===== src/rtl/sync_fifo_ctrl.sv =====
// rtl/sync_fifo_ctrl.sv - single-clock FIFO with any depth, standard or FWFT read, thresholds and sticky errors
module sync_fifo_ctrl #(
    parameter  int WIDTH = 16,
    parameter  int DEPTH = 8,
    parameter  bit FWFT  = 1'b0,
    localparam int CW    = $clog2(DEPTH + 1)
) (
    input  logic             clk,
    input  logic             rst_n,
    input  logic             flush,
    input  logic             wr_en,
    input  logic [WIDTH-1:0] data_in,
    input  logic             rd_en,
    output logic [WIDTH-1:0] data_out,
    output logic             rd_valid,
    output logic             wr_ack,
    output logic             overflow,
    output logic             underflow,
    output logic [1:0]       err_sticky,
    input  logic             clr_err,
    input  logic [CW-1:0]    af_level,
    input  logic [CW-1:0]    ae_level,
    output logic [CW-1:0]    count,
    output logic             full,
    output logic             empty,
    output logic             almost_full,
    output logic             almost_empty
);

    localparam int PW = $clog2(DEPTH);

    logic [WIDTH-1:0] mem [0:DEPTH-1];

    logic [PW-1:0] wr_ptr_q, wr_ptr_d;
    logic [PW-1:0] rd_ptr_q, rd_ptr_d;
    logic [CW-1:0] count_q, count_d;
    logic          wr_ack_q, overflow_q, underflow_q;
    logic [1:0]    err_q, err_d;
    logic          wa, ra, ovf_ev, udf_ev;

    // Status flags are pure decodes of the fill counter
    assign full         = (count_q == CW'(DEPTH));
    assign empty        = (count_q == '0);
    assign almost_full  = (count_q >= af_level);
    assign almost_empty = (count_q <= ae_level);
    assign count        = count_q;

    assign wr_ack     = wr_ack_q;
    assign overflow   = overflow_q;
    assign underflow  = underflow_q;
    assign err_sticky = err_q;

    // Accept decisions; a full FIFO takes a write only when a read frees a slot in the same cycle
    assign ra     = rd_en & ~empty & ~flush;
    assign wa     = wr_en & (~full | ra) & ~flush;
    assign ovf_ev = wr_en & ~wa & ~flush;
    assign udf_ev = rd_en & ~ra & ~flush;

    // Next-state for pointers (explicit wrap so non-power-of-two depths work), count and error bits
    always_comb begin
        wr_ptr_d = wr_ptr_q;
        rd_ptr_d = rd_ptr_q;
        count_d  = count_q;
        err_d    = err_q;
        if (flush) begin
            wr_ptr_d = '0;
            rd_ptr_d = '0;
            count_d  = '0;
        end else begin
            if (wa) wr_ptr_d = (wr_ptr_q == PW'(DEPTH - 1)) ? '0 : wr_ptr_q + 1'b1;
            if (ra) rd_ptr_d = (rd_ptr_q == PW'(DEPTH - 1)) ? '0 : rd_ptr_q + 1'b1;
            case ({wa, ra})
                2'b10:   count_d = count_q + 1'b1;
                2'b01:   count_d = count_q - 1'b1;
                default: count_d = count_q;
            endcase
        end
        if (clr_err) err_d = 2'b00;
        err_d = err_d | {ovf_ev, udf_ev};
    end

    // Control state registers
    always_ff @(posedge clk or negedge rst_n) begin
        if (!rst_n) begin
            wr_ptr_q    <= '0;
            rd_ptr_q    <= '0;
            count_q     <= '0;
            wr_ack_q    <= 1'b0;
            overflow_q  <= 1'b0;
            underflow_q <= 1'b0;
            err_q       <= 2'b00;
        end else begin
            wr_ptr_q    <= wr_ptr_d;
            rd_ptr_q    <= rd_ptr_d;
            count_q     <= count_d;
            wr_ack_q    <= wa;
            overflow_q  <= ovf_ev;
            underflow_q <= udf_ev;
            err_q       <= err_d;
        end
    end

    // Storage array, deliberately not reset
    always_ff @(posedge clk) begin
        if (wa) mem[wr_ptr_q] <= data_in;
    end

    generate
        if (FWFT) begin : g_fwft
            // Head word is shown directly; rd_en only pops it
            assign data_out = mem[rd_ptr_q];
            assign rd_valid = ~empty;
        end else begin : g_std
            logic [WIDTH-1:0] data_out_q;
            logic             rd_valid_q;

            // Registered read port: data arrives one cycle after an accepted read and is held otherwise
            always_ff @(posedge clk or negedge rst_n) begin
                if (!rst_n) begin
                    data_out_q <= '0;
                    rd_valid_q <= 1'b0;
                end else begin
                    rd_valid_q <= ra;
                    if (ra) data_out_q <= mem[rd_ptr_q];
                end
            end

            assign data_out = data_out_q;
            assign rd_valid = rd_valid_q;
        end
    endgenerate

endmodule


===== config.mk =====
export PLATFORM = sky130hd
export DESIGN_NAME = sync_fifo_ctrl
export DESIGN_NICKNAME = d
export VERILOG_FILES = /design/src/rtl/sync_fifo_ctrl.sv
export SDC_FILE = /design/constraint.sdc
export NUM_CORES = 1
export LEC_CHECK = 0
export CAP_MARGIN = 0
export CORE_ASPECT_RATIO = 2
export CORE_UTILIZATION = 40
export DETAILED_ROUTE_END_ITERATION = 16
export SYNTH_ARGS = -nofsm -noshare
export SYNTH_HDL_FRONTEND = slang
export SYNTH_SLANG_ARGS = --single-unit

===== constraint.sdc =====
create_clock -name clk -period 3.8 [get_ports clk]
set_input_delay 0.38 -clock clk [delete_from_list [all_inputs] [get_ports clk]]
set_output_delay 0.38 -clock clk [all_outputs]
set_load 0.05 [all_outputs]

======== After elaboration in Yosys (flattened, before gate mapping) ========
Memory sizes are Yosys's and may differ from the RTL's. A register that Yosys moved wholly into a read port is not among the register bits.
Cells that the tools add are included.
word-level totals
  register bits ........................... 16
  latch bits .............................. 0
  bits in writable memories ............... 128
  memory bits (read-only) ................. 0
  input port bits ......................... 30
  output and inout port bits .............. 30
  word-level logic and storage cells ...... 51
  memories kept ........................... 1
memory list
  name  words  bits a word  rd ports  clocked after Yosys merged registers in  write ports  line  source
  mem   8      16           1         1                                        1            32    logic [WIDTH-1:0] mem [0:DEPTH-1];
operators by class
  add/sub/neg operators ................... 4
  multiply operators ...................... 0
  div/mod/pow operators ................... 0
  order comparisons ....................... 2
  equal/unequal tests ..................... 5
  shift-type cells ........................ 0
  muxes and demuxes ....................... 11
  bitwise operators ....................... 15
  reduce and logical (&&, ||, !) cells .... 5
operators by type and width
  kind                                               number
  two-way mux 3 bit                                  6
  AND 1 bit                                          8
  one-hot mux 4 bit (2 select lines)                 1
  adder 3 x 1 -> 3 bit (second input constant)       2
  == test 3 bit (second input constant)              2
  inverter 1 bit                                     5
  adder 4 x 1 -> 4 bit (second input constant)       1
  == test 4 bit (second input constant)              1
  greater-or-equal comparator 4 bit                  1
  <= comparator 4 bit                                1
  zero test 4 bit                                    1
  two-way mux 4 bit                                  1
  nonzero test 2 bit                                 2
  subtractor 4 x 1 -> 4 bit (second input constant)  1
  nonzero test 3 bit                                 1
  == test 2 x 1 -> 1 bit (second input constant)     1
  == test 2 bit (second input constant)              1
  two-way mux 1 bit                                  2
  two-way mux 2 bit                                  1
  OR 2 bit                                           1
  zero test 1 bit                                    1
  OR 1 bit                                           1

======== Longest topological paths before layout ========
Gate-level depths: netlist of run 1.
  word-level depth ........................ 11
  mapped depth ............................ 10
  mapped depth without buffers ............ 8

======== Worst setup path before layout of run 1 ========
No wires, ideal clock.
  path kind ............................... register to register
  start ................................... reg count_q[1] (netlist: count[1])
  end ..................................... mem mem[1][0] (enable)
  library setup time ...................... 409 ps
  arrival time ............................ 2,790 ps
  required time ........................... 3,391 ps
  slack ................................... 601 ps
  cell stages (with the launch flop) ...... 5
  path buffers ............................ 0
  period minus slack after synthesis ...... 3,199 ps
  cells stage by stage .................... dfrtp_1 or4b_4 o21ai_2 or3b_2 nor3_1
on the way
  longest elaborated chain between the ends .. 9
  elaborated cells between the ends (all ways) .. 11
  classes of those cells .................. eq/ne: 1; mux: 2; bitwise: 7; reduce/logical: 1
ends and longest elaborated chain
  element                                    line  source
  from (decl)                                36    logic [CW-1:0] count_q, count_d;
  from (signal assigned)                     95    count_q <= count_d;
  zero test 4 bit                            43    assign empty = (count_q == '0);
  inverter 1 bit                             54    assign ra = rd_en & ~empty & ~flush;
  AND 1 bit (2 in a row)                     54
  OR 1 bit *                                 55    assign wa = wr_en & (~full | ra) & ~flush;
  AND 1 bit * (2 in a row)                   55
  two-way mux 1 bit *                        105   if (wa) mem[wr_ptr_q] <= data_in;
  two-way mux 1 bit (not written as such) *  105
  to (decl)                                  32
Every way passes the cells marked *; elsewhere a longest branch is shown, timed or not.

======== Final worst setup path of run 1 ========
  start ................................... reg count_q[0] (netlist: count[0])
  end ..................................... out almost_full
on the way
  longest elaborated chain between the ends .. 1
ends and longest elaborated chain
  element                            line  source
  greater-or-equal comparator 4 bit  44    assign almost_full = (count_q >= af_level);
  to (decl)                          26    output logic almost_full,
No other way between the ends.

==> results of run 1 <==
[per-layer routing]
metal  part of all wire, %  GRT usage (%)  vias up
met3                   2.5           3.29       19
met4                   2.6           8.19        0
li1                      -              -     1590
met5                     0              0        -
met1                    38           17.2     1797
met2                    57           30.3       76
[path summary, 6_finish.rpt]
kind,from,to,slack [ps],depth (start not counted)
max,count[0],almost_full,630,7
min,rst_n,data_out[8],80,1
max reg2reg,count[0],count[3],1280,8
min reg2reg,err_sticky[1],err_sticky[1],490,1
max in group asynchronous,rst_n,rd_ptr_q[1],3120,1
min in group clk,err_sticky[1],err_sticky[1],490,1
[area by class of cell]
type	count	area, µm²	area share, %
tap	201	251	3.15
multi-input combinational	180	1740	21.8
clock buffer	18	429	5.37
sequential	160	4650	58.1
clock inverter	14	165	2.07
inverter	11	53.8	0.673
timing repair buffer	75	706	8.83
[power groups by stage]
| stage | clock, mW | combinational, mW | sequential (mW) |
|---|---|---|---|
| final | 1.69 | 0.934 | 2.10 |
| after global routing | 1.78 | 0.993 | 2.11 |
| after CTS | 1.72 | 0.948 | 2.10 |
| after detailed placement | 0 | 0.946 | 2.14 |
| after global placement | 0 | 0.935 | 2.13 |
| after floorplan | 0 | 0.348 | 2.41 |
[Yosys cell counts, types with 3 or more instances]
cell,n,area (µm²)
a21o_1,6,45.0
a21oi_1,23,115
mux2i_1,18,180
buf_1,3,11.3
a31oi_1,3,18.8
nor2_1,30,113
dfrtp_1,32,801
nand2_1,9,33.8
buf_2,6,30.0
nor3_1,7,35.0
inv_1,10,37.5
o21ai_0,3,15.0
ha_1,13,163
nand2b_1,5,31.3
mux4_2,32,721
clkbuf_1,8,30.0
edfxtp_1,128,3840
nand3_1,5,25.0
[worst reg2reg max path: stages (launching register included)]
cell	delay [ps]
dfrtp_1	620
or4_4	300
clkinv_8	70
nor3_1	410
ha_1	360
a21oi_1	240
nand2_1	120
mux2i_1	180
a31oi_1	100
[logic make-up (layout without fill, tap and decap cells)]
logic type               after synthesis  after routing  synth area share (%)
flip-flops                           160            160                  71.2
AND/OR/NAND/NOR                       71             71                  5.68
multiplexers                          50             50                  13.8
AO/OA/AOI/OAI                         42             42                  3.84
buffers and inverters                 30            118                  2.26
adder cells (fa/ha/maj)               14             14                  2.80
XOR/XNOR                               3              3                 0.403
[sequential cells by signal, summed over array words and instances, names as in the netlist, 2 cells and up]
signal and flops:
wr_ptr_q 3, rd_ptr_q 3, data_out 16, count 4, mem 128, err_sticky 2
==> impl_metrics.toml, run 1 <==
[synth]
yosysUniqueCellTypes = 40
ys_seq_area_share_pct = 71.2
async_flop_share_pct = 20.0
yosys_most_used_dff = "edfxtp_1"
synth_nets = 414
syn_area_um2 = 6520
synth.avg_cell_area_um2 = 17.6
synthCells = 370
synth-edff-count = 128
yosys_register_bits = 160
yosys_warnings = 0

[placement]
post-place-cells = 627
post-place-ws_ps = 821
dp_hpwl_mm = 8.27
finalWeightedCongestion = 0.819
place_area_um2 = 7400
io_buffers = 59

[cells_and_area]
utilization_pct = 50.4
num-fill-cells = 1326
syn_to_final_growth_pct = 22.5
final_cell_mix = "edfxtp_1 (128), clkdlybuf4s50_1 (58), mux4_2 (32)"
drive_gt1_share_pct = 19.7
fin_cells = 659
nets = 489
final_common_cell = "edfxtp_1"
n_antenna_cell = 0
final_area_um2 = 7990

[timing]
layout_setup_ws_ps = 631
grt_setup_unrepaired = "no"
relSlewSlack_pct = 24.8
worst_pin_slew_ps = 1130
slew_violations = 0
hold_viol_final = 0
fin_worst_skew_ps = 8.59
tns_ps = 0
fin_crit_sh_pct = 83.4
fin_crit_ps = 3170
max_freq_mhz = 316
finalSetupViolCount = 0
fin_hold_ws_ps = 79.7

[grt]
grt_pass1_wl_mm = 19.9
track_usage_pct = 16.3
antenna_found_initial = 0
grt_remaining_overflow = 0
grt_max_degree = 35
grt_pass1_vias = 3744

[floorplan]
fp.coreArea_um2 = 15900
die_y_um = 183
core.rowCount = 65
design.die.area_um2 = 16900
floorplan.initialDensity_pct = 41.1
die_width_um = 92.3
io_pins = 60

[clocking]
cts_tree = "built"
max-clock-path-buffers = 2
cts_inserted_buffers = 17
cts_resized = 0
cts-root-buf = "clkbuf_16"
htree_levels = 4
cts_hold_buf = 0
postCtsSetupBuffers = 0
cts_sinks = 160
clock_latency_ps = 410
clkTransAtPathRegs_ps = 60

[pwr]
switching_share_pct = 27.9
p_sw_mw = 1.32
combPwrFrac_pct = 19.8
seq_power_share_pct = 44.4
pwr-share-clk_pct = 35.8
fin_total_pwr_mw = 4.72
p_leak_nw = 2.78
vdd_drop_max_uv = 331
p_per_area_nw_per_um2 = 591
intPower_mw = 3.40

[detailed_routing]
vias = 3482
drc = 0
first_iter_violations = 160
drt-pass1-iter-count = 4
viasPerCell = 5.28
drt.antenna.violating_nets = 0
drt-total-wl_mm = 12.6
wl_per_cell_um = 19.2

[critical_path]
arrival_ps = 2790
path_delay_family = "buffers and inverters"
crit_path_cell_trace = "inv_1 > ha_1 > nand2b_1 > a21o_1 > a21o_1 > a21o_1 > clkdlybuf4s50_1"
critPathBufInv = 2
startpoint_type = "register"
critPathMaxStageDelay_ps = 690
path_class = "register to primary output"
slowest_stage = "clkdlybuf4s50_1"
crit_top_cell = "a21o_1"
critPathRequiredTime_ps = 3420
end_kind = "primary output"
critPathMaxFanout = 11

[run_status]
status = "finished, final reports clean"

[run]
drv_cap = 0

[worst_hold_path]
hp-class = "input pin to asynchronous set/reset pin"
Power figures use the tool's default switching activity.
==> run 2, diff against run 1 <==
==> constraint.sdc (replaced) <==
create_clock -name clk -period 3.05 [get_ports clk]
set_input_delay 0.305 -clock clk [delete_from_list [all_inputs] [get_ports clk]]
set_output_delay 0.305 -clock clk [all_outputs]
set_load 0.05 [all_outputs]
==> run 2 against run 1 <==
  * The flow now finishes with violations (negative hold slack)
  * Largest power group unchanged
  * Final cell count increased by 0.30%
  * Sequential share of layout area down 0.16 points
  * Clock power is 17% higher
  * Register-to-register slack got worse by 760 ps
  * Global-route usage grew 0.92 points
  * Highest routed layer unchanged
  * Design area up 0.25%
  * Sequential cell count is the same
  * Sequential power is 24% higher
  * First-iteration DRC count is 5.0% higher
  * Non-clock buffer count rose by 2
  * Die area unchanged
  * Critical path depth stayed put
==> impl_metrics.toml, run 2 (same netlist as run 1, synthesis figures left out) <==
[run_status]
status = "complete, but fails checks"
violations = "negative hold slack"

[detailed_routing]
drt-pass1-iter-count = 5
first_iter_violations = 168
viasPerCell = 5.30
wl_per_cell_um = 19.9
drt.antenna.violating_nets = 0
vias = 3500
drc = 0
drt-total-wl_mm = 13.1

[cells_and_area]
nets = 491
seq_area_um2 = 4650
num-fill-cells = 1331
drive_gt1_share_pct = 20.7
largest_register_ffs = 128
syn_to_final_growth_pct = 22.8
final_common_cell = "edfxtp_1"
final_cell_mix = "edfxtp_1 (128), clkdlybuf4s50_1 (56), mux4_2 (32)"
n_antenna_cell = 0
multi_input_area_um2 = 1740
top_register = "mem"

[pwr]
fin_total_pwr_mw = 5.76
vdd_drop_max_uv = 508
p_per_area_nw_per_um2 = 719
p_leak_nw = 2.79

[critical_path]
reg2reg_to = "count[3]"
worstRegToRegCells = 8
end_kind = "primary output"
critPathMaxFanout = 11
arrival_ps = 2470
critPathRequiredTime_ps = 2740
path_class = "register to primary output"
r2r_slack_ps = 520
startpoint_type = "register"
r2r-start = "count[1]"

[timing]
finalSetupViolCount = 0
worst_pin_slew_ps = 871
relSlewSlack_pct = 41.9
tns_ps = 0
fin_crit_sh_pct = 91.0
slew_violations = 0
grt_setup_unrepaired = "no"
fin_crit_ps = 2780
max_freq_mhz = 360
hold_viol_final = 11
fin_worst_skew_ps = 7.59
fin_hold_ws_ps = -8.27

[grt]
track_usage_pct = 17.3
grt_max_degree = 35
antenna_found_initial = 0
grt_pass1_wl_mm = 20.9
grt_remaining_overflow = 0
grt_pass1_vias = 3887

[clocking]
htree_levels = 4
clock_latency_ps = 420
max-clock-path-buffers = 2
clkTransAtPathRegs_ps = 70
cts_hold_buf = 0
cts-root-buf = "clkbuf_16"
cts_inserted_buffers = 17
cts_sinks = 160
cts_tree = "built"

[floorplan]
design.die.area_um2 = 16900
core.rowCount = 65
die_y_um = 183
fp.coreArea_um2 = 15900
floorplan.initialDensity_pct = 41.1
io_pins = 60
die_width_um = 92.3

[placement]
io_buffers = 59
dp_hpwl_mm = 8.31
finalWeightedCongestion = 0.807

[run]
drv_cap = 0

[worst_hold_path]
hp-class = "input pin to asynchronous set/reset pin"
==> run 2: cell count changes in the layout (fill, tap and decap cells not counted), moves of 2 or more <==
| cell | delta |
|---|---|
| buf_12 | +4 |
| bufinv_16 | -3 |
| inv_6 | +3 |
| clkdlybuf4s50_1 | -2 |
| clkinv_1 | -2 |
| clkinv_4 | +2 |
| inv_8 | +2 |
==> run 2: cell type report <==
type                            instances  share of cell area, %
Sequential cell                       160                   58.0
Multi-Input combinational cell        180                   21.7
Timing Repair Buffer                   77                   9.57
Clock buffer                           17                   5.31
Tap cell                              201                   3.14
Clock inverter                         15                   1.61
Inverter                               11                  0.671
==> run 2: repair_timing <==
| item | 4_1_cts | 5_1_grt |
|---|---|---|
| setup endpoints to repair | 1 | 0 |
| resized for setup | 1 | 0 |
| buffers inserted | 0 | 0 |
==> run 2: through the flow <==
step                util, %  hold slack, ps  setup slack, ps  instances  cell area, µm²
floorplan                 -            9.41             92.7        370            6530
finish                 50.5           -8.27              274        661            8010
CTS                    50.5            4.80              226        661            8010
global route           50.5            42.3              151        661            8010
global placement       47.0             442              407        629            7460
detailed placement     47.0             458              315        629            7460
==> run 2: critical path: stages (launching register included) <==
cell           delay [ps]
dfrtp_1               570
inv_1                 140
ha_1                  280
nand2b_1              140
a21o_1                180
a21o_1                170
a21o_1                170
dlygate4sd2_1         420
==> run 2: how the worst max path moves through the flow <==
stage	to	depth (start not counted)	slack (ps)	from
final	almost_full	7	270	count[0]
after global routing	almost_full	7	150	count[0]
after CTS	almost_full	7	230	count[0]
after detailed placement	count[3]	8	320	rd_en
after global placement	count[3]	8	410	rd_en
after floorplan	almost_empty	5	90	count[1]
==> run 2: routing by layer <==
layer | share of wire [%] | global-route usage [%] | up-vias | wire length [µm]
met2 | 54 | 30.8 | 84 | 7120
met4 | 3.0 | 8.44 | 0 | 400
li1 | - | - | 1595 | -
met3 | 3.9 | 4.25 | 30 | 510
met5 | 0 | 0 | - | 0
met1 | 39 | 18.8 | 1791 | 5100
==> run 2: report_power, final <==
group	total (mW)	internal (mW)	switching [mW]
registers	2.60	2.50	0.0999
clock network	1.97	1.07	0.903
logic	1.19	0.462	0.731
total	5.76	4.03	1.73
